**src/rtl/mvm_result_serializer_if.sv**
```systemverilog
// Valid/ready bundle from the MVM lane results to the activation buffer.
interface mvm_result_serializer_if;
    logic         in_valid;
    logic         in_ready;
    logic [127:0] in_results;
    logic         relu_en;
    logic         out_valid;
    logic         out_ready;
    logic [15:0]  out_data;
    logic [1:0]   out_lane;
    logic         out_last;

    modport master (
        output in_valid,
        output in_results,
        output relu_en,
        output out_ready,
        input  in_ready,
        input  out_valid,
        input  out_data,
        input  out_lane,
        input  out_last
    );

    modport slave (
        input  in_valid,
        input  in_results,
        input  relu_en,
        input  out_ready,
        output in_ready,
        output out_valid,
        output out_data,
        output out_lane,
        output out_last
    );
endinterface

```
**src/rtl/mvm_result_serializer.sv**
```systemverilog
// Requantizes four 32-bit MVM lane results to int16 and streams them
// lane 0..3 over valid/ready, counting saturated lanes.
module mvm_result_serializer #(
    parameter int SHIFT = 8,
    parameter int CNT_W = 16
) (
    input  logic                 clk,
    input  logic                 reset,
    mvm_result_serializer_if.slave bus,
    input  logic                 sat_clr,
    output logic [CNT_W-1:0]     sat_count
);

    typedef enum logic {IDLE, SEND} state_t;

    localparam logic [32:0] RND = (33'd1 << SHIFT) >> 1;

    state_t             state;
    state_t             state_nxt;
    logic [15:0]        lane_buf [4];
    logic [1:0]         lane;
    logic               cap;
    logic               hs;
    logic               last_hs;
    logic signed [32:0] ext [4];
    logic signed [32:0] shf [4];
    logic [15:0]        q_word [4];
    logic [3:0]         q_sat;
    logic [2:0]         sat_sum;
    logic [CNT_W:0]     sat_wide;
    logic [CNT_W-1:0]   sat_add;

    // Rounding offset is added in 33 bits so 0x7FFFFFFF cannot wrap.
    always_comb begin
        q_sat = '0;
        for (int i = 0; i < 4; i++) begin
            ext[i] = $signed({bus.in_results[32*i+31],
                              bus.in_results[32*i +: 32]} + RND);
            shf[i] = ext[i] >>> SHIFT;
            if (shf[i] > 33'sd32767) begin
                q_word[i] = 16'h7fff;
                q_sat[i]  = 1'b1;
            end else if (shf[i] < -33'sd32768) begin
                q_word[i] = 16'h8000;
                q_sat[i]  = 1'b1;
            end else begin
                q_word[i] = shf[i][15:0];
            end
            if (bus.relu_en && q_word[i][15])
                q_word[i] = '0;
        end
    end

    always_comb begin
        sat_sum  = 3'(q_sat[0]) + 3'(q_sat[1])
                 + 3'(q_sat[2]) + 3'(q_sat[3]);
        sat_wide = {1'b0, sat_count} + (CNT_W+1)'(sat_sum);
        sat_add  = sat_wide[CNT_W] ? '1 : sat_wide[CNT_W-1:0];
    end

    assign hs      = bus.out_valid && bus.out_ready;
    assign last_hs = hs && (lane == 2'd3);
    assign cap     = bus.in_valid && bus.in_ready;

    always_ff @(posedge clk or negedge reset) begin
        if (!reset)
            state <= IDLE;
        else
            state <= state_nxt;
    end

    always_comb begin
        state_nxt = state;
        unique case (state)
            IDLE: if (cap) state_nxt = SEND;
            SEND: if (last_hs && !cap) state_nxt = IDLE;
            default: state_nxt = IDLE;
        endcase
    end

    always_comb begin
        bus.out_valid = (state == SEND);
        bus.in_ready  = (state == IDLE) || last_hs;
        bus.out_lane  = lane;
        bus.out_data  = lane_buf[lane];
        bus.out_last  = bus.out_valid && (lane == 2'd3);
    end

    always_ff @(posedge clk or negedge reset) begin
        if (!reset) begin
            lane <= '0;
            for (int i = 0; i < 4; i++)
                lane_buf[i] <= '0;
        end else if (cap) begin
            lane <= '0;
            for (int i = 0; i < 4; i++)
                lane_buf[i] <= q_word[i];
        end else if (hs) begin
            lane <= lane + 2'd1;
        end
    end

    always_ff @(posedge clk or negedge reset) begin
        if (!reset)
            sat_count <= '0;
        else if (sat_clr)
            sat_count <= '0;
        else if (cap)
            sat_count <= sat_add;
    end

endmodule

```
**src/flat_wrapper.sv**
```systemverilog
// flat-port wrapper written by rule: the top's interface ports become plain ports
module mvm_result_serializer_flat 
#(
    parameter int SHIFT = 8,
    parameter int CNT_W = 16
)
  (clk, reset, sat_clr, sat_count, bus_in_valid, bus_in_results, bus_relu_en, bus_out_ready, bus_in_ready, bus_out_valid, bus_out_data, bus_out_lane, bus_out_last);
  mvm_result_serializer_if bus_i ();
  input  logic clk;
  input  logic reset;
  input  logic sat_clr;
  output logic [CNT_W-1:0] sat_count;
  input wire logic [$bits(bus_i.in_valid)-1:0] bus_in_valid;
  input wire logic [$bits(bus_i.in_results)-1:0] bus_in_results;
  input wire logic [$bits(bus_i.relu_en)-1:0] bus_relu_en;
  input wire logic [$bits(bus_i.out_ready)-1:0] bus_out_ready;
  output wire logic [$bits(bus_i.in_ready)-1:0] bus_in_ready;
  output wire logic [$bits(bus_i.out_valid)-1:0] bus_out_valid;
  output wire logic [$bits(bus_i.out_data)-1:0] bus_out_data;
  output wire logic [$bits(bus_i.out_lane)-1:0] bus_out_lane;
  output wire logic [$bits(bus_i.out_last)-1:0] bus_out_last;
  assign bus_i.in_valid = bus_in_valid;
  assign bus_i.in_results = bus_in_results;
  assign bus_i.relu_en = bus_relu_en;
  assign bus_i.out_ready = bus_out_ready;
  assign bus_in_ready = bus_i.in_ready;
  assign bus_out_valid = bus_i.out_valid;
  assign bus_out_data = bus_i.out_data;
  assign bus_out_lane = bus_i.out_lane;
  assign bus_out_last = bus_i.out_last;
  mvm_result_serializer #(.SHIFT(SHIFT), .CNT_W(CNT_W)) u_core (.clk(clk), .reset(reset), .bus(bus_i), .sat_clr(sat_clr), .sat_count(sat_count));
endmodule
```
**config.mk**
```make
export PLATFORM = sky130hd
export DESIGN_NAME = mvm_result_serializer_flat
export DESIGN_NICKNAME = d
export VERILOG_FILES = /design/src/rtl/mvm_result_serializer_if.sv /design/src/rtl/mvm_result_serializer.sv /design/src/flat_wrapper.sv
export SDC_FILE = /design/constraint.sdc
export NUM_CORES = 1
export LEC_CHECK = 0
export CAP_MARGIN = 20
export CORE_UTILIZATION = 30
export DETAILED_ROUTE_END_ITERATION = 10
export GPL_TIMING_DRIVEN = 0
export SYNTH_ARGS = -nofsm -noshare
export SYNTH_HDL_FRONTEND = slang
export SYNTH_SLANG_ARGS = --single-unit
```
**constraint.sdc**
```tcl
create_clock -name clk -period 3 [get_ports clk]
set_clock_uncertainty 0.05 [all_clocks]
set_input_delay 0.45 -clock clk [delete_from_list [all_inputs] [get_ports clk]]
set_output_delay 0.45 -clock clk [all_outputs]
set_load 0.005 [all_outputs]
```
Word level (Yosys, flattened, before mapping):

Index checks and enable logic that the tools add are counted.

* logic and storage cells: 72
* register bits after elaboration: 83

* $add $sub $neg: 9
* muxes and demuxes: 31
* reductions and logical operators: 13
* order comparisons: 9
* equality and inequality tests: 1
* bitwise operators: 2

Operator list (number)
* $mux 16: 17
* $add 32x9->33 const B: 4
* $gt 25x16->1 const B: 4
* $lt 25x16->1 const B: 4
* $bmux 16 s2: 1
* $add 16x3->17: 1
* $mux 1: 10
* $logic_and 1x1->1: 9
* $add 3x1->3: 2
* $mux 2: 2
* $reduce_bool 2->1: 2
* $ge 3x3->1 const B: 1
* $not 2->3: 1
* $add 1x1->2: 1
* $add 2x1->2 const B: 1
* $eq 2x2->1 const B: 1
* $pmux 1 s2: 1
* $logic_not 1->1: 1
* $logic_or 1x1->1: 1
* $not 1->1: 1

Logic depth before layout (Yosys ltp):

Gate-level depths: netlist (run 1).

* word-level depth: 11
* mapped depth: 22

Worst setup path after synthesis (run 1):

No wires, ideal clock.

* path type: input-to-reg
* from: in bus_in_results[51]
* to: reg u_core.sat_count[3]
* library setup time: 0.094 ns
* required time: 2.856 ns
* cell stages on the path: 20
* data arrival time: 4.653 ns
* path slack: -1.797 ns
* buffers on the path: 0
* cells stage by stage: nand4_1 > nor4_2 > and3_1 > mux2_2 > a41oi_1 > nor2_1 > nor2_1 > ha_1 > inv_1 > fa_1 > inv_1 > ha_1 > inv_1 > fa_1 > nor2b_1 > o21ai_0 > or3_1 > a21oi_1 > nor2_1 > a211oi_1

* word-level cells in the longest chain between the ends: 11
* elaborated cells on any way between the ends: 12
* those cells by class: 5 x add/sub; 2 x order compare; 5 x mux

Ends and longest elaborated chain
* start: declaration: RTL line flat_wrapper.sv:14 `input wire logic [$bits(bus_i.in_results)-1:0] bus_in_results;`
* $add 32x9->33 *: RTL line mvm_result_serializer.sv:38 `bus.in_results[32*i +: 32]} + RND);`
* $lt 25x16->1: RTL line mvm_result_serializer.sv:43 `end else if (shf[i] < -33'sd32768) begin`
* $mux 1: RTL line mvm_result_serializer.sv:43
* $mux 1 *: RTL line mvm_result_serializer.sv:40 `if (shf[i] > 33'sd32767) begin`
* $add 1x1->2 *: RTL line mvm_result_serializer.sv:55 `sat_sum = 3'(q_sat[0]) + 3'(q_sat[1])`
* $add 3x1->3 * (2 in series): RTL line mvm_result_serializer.sv:56 `+ 3'(q_sat[2]) + 3'(q_sat[3]);`
* $add 16x3->17 *: RTL line mvm_result_serializer.sv:57 `sat_wide = {1'b0, sat_count} + (CNT_W+1)'(sat_sum);`
* $mux 16 *: RTL line mvm_result_serializer.sv:58 `sat_add = sat_wide[CNT_W] ? '1 : sat_wide[CNT_W-1:0];`
* $mux 16 *: RTL line mvm_result_serializer.sv:108 `else if (cap)`
* $mux 16 *: RTL line mvm_result_serializer.sv:106 `else if (sat_clr)`
* end signal: assignment: RTL line mvm_result_serializer.sv:109 `sat_count <= sat_add;`
* end: declaration: RTL line mvm_result_serializer.sv:11 `output logic [CNT_W-1:0] sat_count`

Every way passes the cells marked *; elsewhere a longest branch is shown, timed or not. The select of a mux whose other input is x is not followed.
A chain may end at the register's enable or synchronous reset.

Final worst setup path (run 1):

* from: in bus_in_results[18]
* to: reg u_core.sat_count[8]

The elaborated chain is that of the path after synthesis.

==> metrics.md, run 1 <==
| Metric | Value |
|---|---|
| Switching share of power | `33.9%` |
| Ys async rst share | `100%` |
| Final Cell Area | `9740 um2` |
| Layout cells sized above 1 | `29.7%` |
| GRT overflow | `0` |
| Net Count, Synth | `864` |
| Global routing's busiest layer | `met2` |
| Grt met2 use | `34.6%` |
| Pin count of the biggest net entering global routing | `54` |
| Die width | `148 um` |
| Setup CP Type | `in2reg` |
| Crit path required time | `3200 ps` |
| Worst VDD drop | `0.311 mV` |
| Vias in the first global route | `6520` |
| WL/cell | `18.1 um` |
| Clock buffer depth | `2` |
| Placer Congestion | `0.869` |
| Unrepaired setup endpoints after global routing | `yes` |
| Final WL | `22.3 mm` |
| Floorplan die height | `148 um` |
| First-pass GRT wire length | `35.3 mm` |
| CTS tree | `built` |
| Crit path time final | `4320 ps` |
| Pwr dens | `536 nW/um2` |
| Max Clock Freq | `232 MHz` |
| Starting Density | `31.0%` |
| Met1 track demand over resource | `27.9%` |
| CP endpoint kind | `flop` |
| Status | `complete, but fails checks` |
| Finished Layout Cells | `1235` |
| Final Cycle Share | `144%` |
| Vias per cell | `5.46` |
| Switching Power | `1770 uW` |
| DP Cell Count | `1130` |
| Iter 0 DRT Violations | `448` |
| Clock Latency Late Sink | `350 ps` |
| Main flop type after synthesis | `dfrtp_1` |
| Final Util | `47.5%` |
| Final Hold Vio Count | `0` |
| Post-DP HPWL | `16.3 mm` |
| Comb pwr share | `41.9%` |
| Slew margin rel. | `51.3%` |
| Post-placement cell area | `8220 um2` |
| Area of the mapped netlist | `6350 um2` |
| Yosys cell types | `75` |
| Layout Nets | `1106` |
| Clk root buf | `clkbuf_16` |
| Worst Setup Start Kind | `primary input` |
| R2r endpoint | `u_core.lane_buf[26]$_DFFE_PN0P_` |
| Drt pass-1 iters | `5` |
| EDFF count, synth | `0` |
| Row cnt | `52` |
| DRT antenna net count | `0` |
| Critical path peak fanout | `4` |
| Leak | `0.00390 uW` |
| Hold path depth | `3` |
| Clock Power Share | `21.0%` |
| Buffers on Ports | `141` |
| Reg-to-reg slack, setup | `370 ps` |
| Post-Syn Area per Cell | `8.85 um2` |
| Antenna cells | `0` |
| Filler cells | `1952` |
| Flop pwr share | `37.1%` |
| R2r startpoint | `u_core.bus.out_lane[1]$_DFFE_PN0P_` |
| Total GRT Usage | `20.8%` |
| Area Growth Syn to Fin | `53.3%` |
| Antenna violations before repair | `0` |
| Worst hold path endpoint | `u_core.lane_buf[44]$_DFFE_PN0P_` |
| Final Max Tran Viols | `0` |
| Max-Cap Viols | `0` |
| Crit path DAT | `4520 ps` |
| Post-synthesis register bit count | `83` |
| Via Count | `6743` |
| HP Start | `bus_in_results[52]` |
| Multi-input gate area in the final layout | `4620 um2` |
| Sequential share of the synthesized area | `32.7%` |
| Post-Syn Instances | `718` |
| Htree depth | `3` |
| Failing checks | `negative setup slack` |
| Register area | `2080 um2` |
| Yosys warns | `0` |
| Die ar. | `21800 um2` |
| Core area | `20500 um2` |
| Internal power | `3450 uW` |
| R2R depth | `7` |
| Final setup fails | `31` |
| Type of the worst min-delay path | `in2reg` |
| Clk sink count | `83` |
| IO Count | `171` |
| GR Util met3 | `3.92%` |
| Dpl ws | `-2640 ps` |
| Final setup margin | `-1320 ps` |
| Num CTS Buffers | `9` |
| Clock-pin slew on the worst setup and hold paths | `60 ps` |
| Measured slew at the worst slew-check pin | `730 ps` |
| Remaining DRCs | `0` |
power by group through the flow:
stage	clock network (uW)	registers, uW	logic, uW
after floorplan	0	1750	1140
after global placement	0	1940	2070
after detailed placement	0	1940	2100
after CTS	1110	1930	2170
after global routing	1150	1980	2370
final	1100	1940	2190
worst max path at each step:
stage	start	to	slack [ps]	cells past startpoint
finish	bus_in_results[18]	u_core.sat_count[8]$_DFFE_PN0P_	-1320	23
global route	bus_in_results[18]	u_core.sat_count[8]$_DFFE_PN0P_	-1460	23
CTS	bus_in_results[46]	u_core.sat_count[12]$_DFFE_PN0P_	-1270	23
detailed placement	bus_in_results[43]	u_core.sat_count[9]$_DFFE_PN0P_	-2640	21
global placement	bus_in_results[43]	u_core.sat_count[9]$_DFFE_PN0P_	-2590	21
floorplan	bus_in_results[54]	u_core.sat_count[9]$_DFFE_PN0P_	-1390	20
final cells by class:
cell class / instances / share of cell area (%)
clock buffer: 15 / 2.96
tap: 270 / 3.47
multi-input combinational: 588 / 47.4
clock inverter: 1 / 0.0514
inverter: 15 / 0.578
sequential: 83 / 21.3
timing repair buffer: 232 / 22.3
buffer: 31 / 1.85
sequential cells by signal (all words and copies together) (netlist names):
register	cells
u_core.lane_buf	64
u_core.sat_count	16
u_core.bus.out_lane	2
u_core.bus.out_valid	1
timing repair:
action | 4_1_cts | 5_1_grt
setup endpoints to repair | 80 | 41
hold buffers | 1 | 0
buffers inserted | 87 | 13
gates cloned | 1 | 0
resized for setup | 378 | 55
endpoints found under the hold margin | 11 | 0
pin swaps | 65 | 30
cells in the mapped netlist, types with 5 or more instances:
| cell | number | area (um2) |
|---|---|---|
| a211oi_1 | 6 | 45.0 |
| a21oi_1 | 26 | 130 |
| a221o_1 | 10 | 100 |
| a221o_2 | 5 | 56.3 |
| a311oi_1 | 7 | 61.3 |
| a31oi_1 | 7 | 43.8 |
| and3_1 | 20 | 125 |
| and4_1 | 7 | 61.3 |
| clkbuf_1 | 23 | 86.3 |
| dfrtp_1 | 83 | 2080 |
| ha_1 | 10 | 125 |
| inv_1 | 15 | 56.3 |
| mux2i_1 | 8 | 80.1 |
| mux4_2 | 16 | 360 |
| nand2_1 | 83 | 312 |
| nand3_1 | 41 | 205 |
| nand4_1 | 32 | 200 |
| nor2_1 | 68 | 255 |
| nor3_1 | 15 | 75.1 |
| nor4_1 | 11 | 68.8 |
| o211ai_1 | 5 | 37.5 |
| o21ai_0 | 37 | 185 |
| o311ai_0 | 27 | 236 |
| or3_1 | 8 | 50.1 |
| xnor2_1 | 30 | 263 |
| xor2_1 | 33 | 289 |
metal layers:
metal | part of all wire (%) | vias up
met5 | 0 | -
met3 | 4.7 | 19
li1 | - | 3233
met4 | 1.4 | 0
met1 | 46 | 3325
met2 | 48 | 166
critical path, stage by stage:
cell      delay (ps)
buf_8             80
nand4_1          150
buf_4            180
nor4_4           320
xnor2_1          180
nor4b_2          220
a31oi_1          100
or3_1            370
o21a_1           140
ha_4             280
inv_2             30
fa_2             410
inv_2             70
ha_4             120
inv_2             40
fa_2             380
nor2b_4          140
o21ai_4           90
buf_6            130
nor3_4           200
buf_4            170
a21oi_2           40
a311oi_1         240
cells in the final DEF (no fill, tap or decap), types with 26 or more instances in the layout:
master,n
nand2_1,76
dfrtp_1,83
o21ai_0,30
clkdlybuf4s50_1,59
dlygate4sd2_1,29
buf_4,74
o311ai_0,26
xor2_1,32
xnor2_1,30
nand4_1,32
nor2_1,63
buf_6,45
nand3_1,33
stage by stage:
stage / TNS (ps) / power, uW / hold slack, ps
2_1_floorplan: -20270 / 2880 / 104
3_3_place_gp: -215020 / 4020 / 411
3_5_place_dp: -77520 / 4040 / 368
4_1_cts: -31960 / 5210 / 409
5_1_grt: -40150 / 5500 / 423
6_report: -35970 / 5220 / 410
cell families after synthesis:
kind of cell | after synthesis | share of synthesized area [%]
buffers and inverters | 47 | 3.53
AND/OR/NAND/NOR | 327 | 26.8
AO/OA/AOI/OAI | 159 | 18.2
adder cells (fa/ha/maj) | 12 | 2.60
flip-flops | 83 | 32.7
multiplexers | 27 | 7.47
XOR/XNOR | 63 | 8.69
(Power assumes the default switching activity.)
==> run 2: changes to the inputs <==
--- a/config.mk
+++ b/config.mk
@@ -7,6 +7,7 @@
 export LEC_CHECK = 0
 export CAP_MARGIN = 20
 export CORE_UTILIZATION = 30
+export CTS_CLUSTER_SIZE = 20
 export DETAILED_ROUTE_END_ITERATION = 10
 export GPL_TIMING_DRIVEN = 0
 export SYNTH_ARGS = -nofsm -noshare
==> results of run 2 <==
No change in the layout: final DEF, timing and power equal those of run 1.
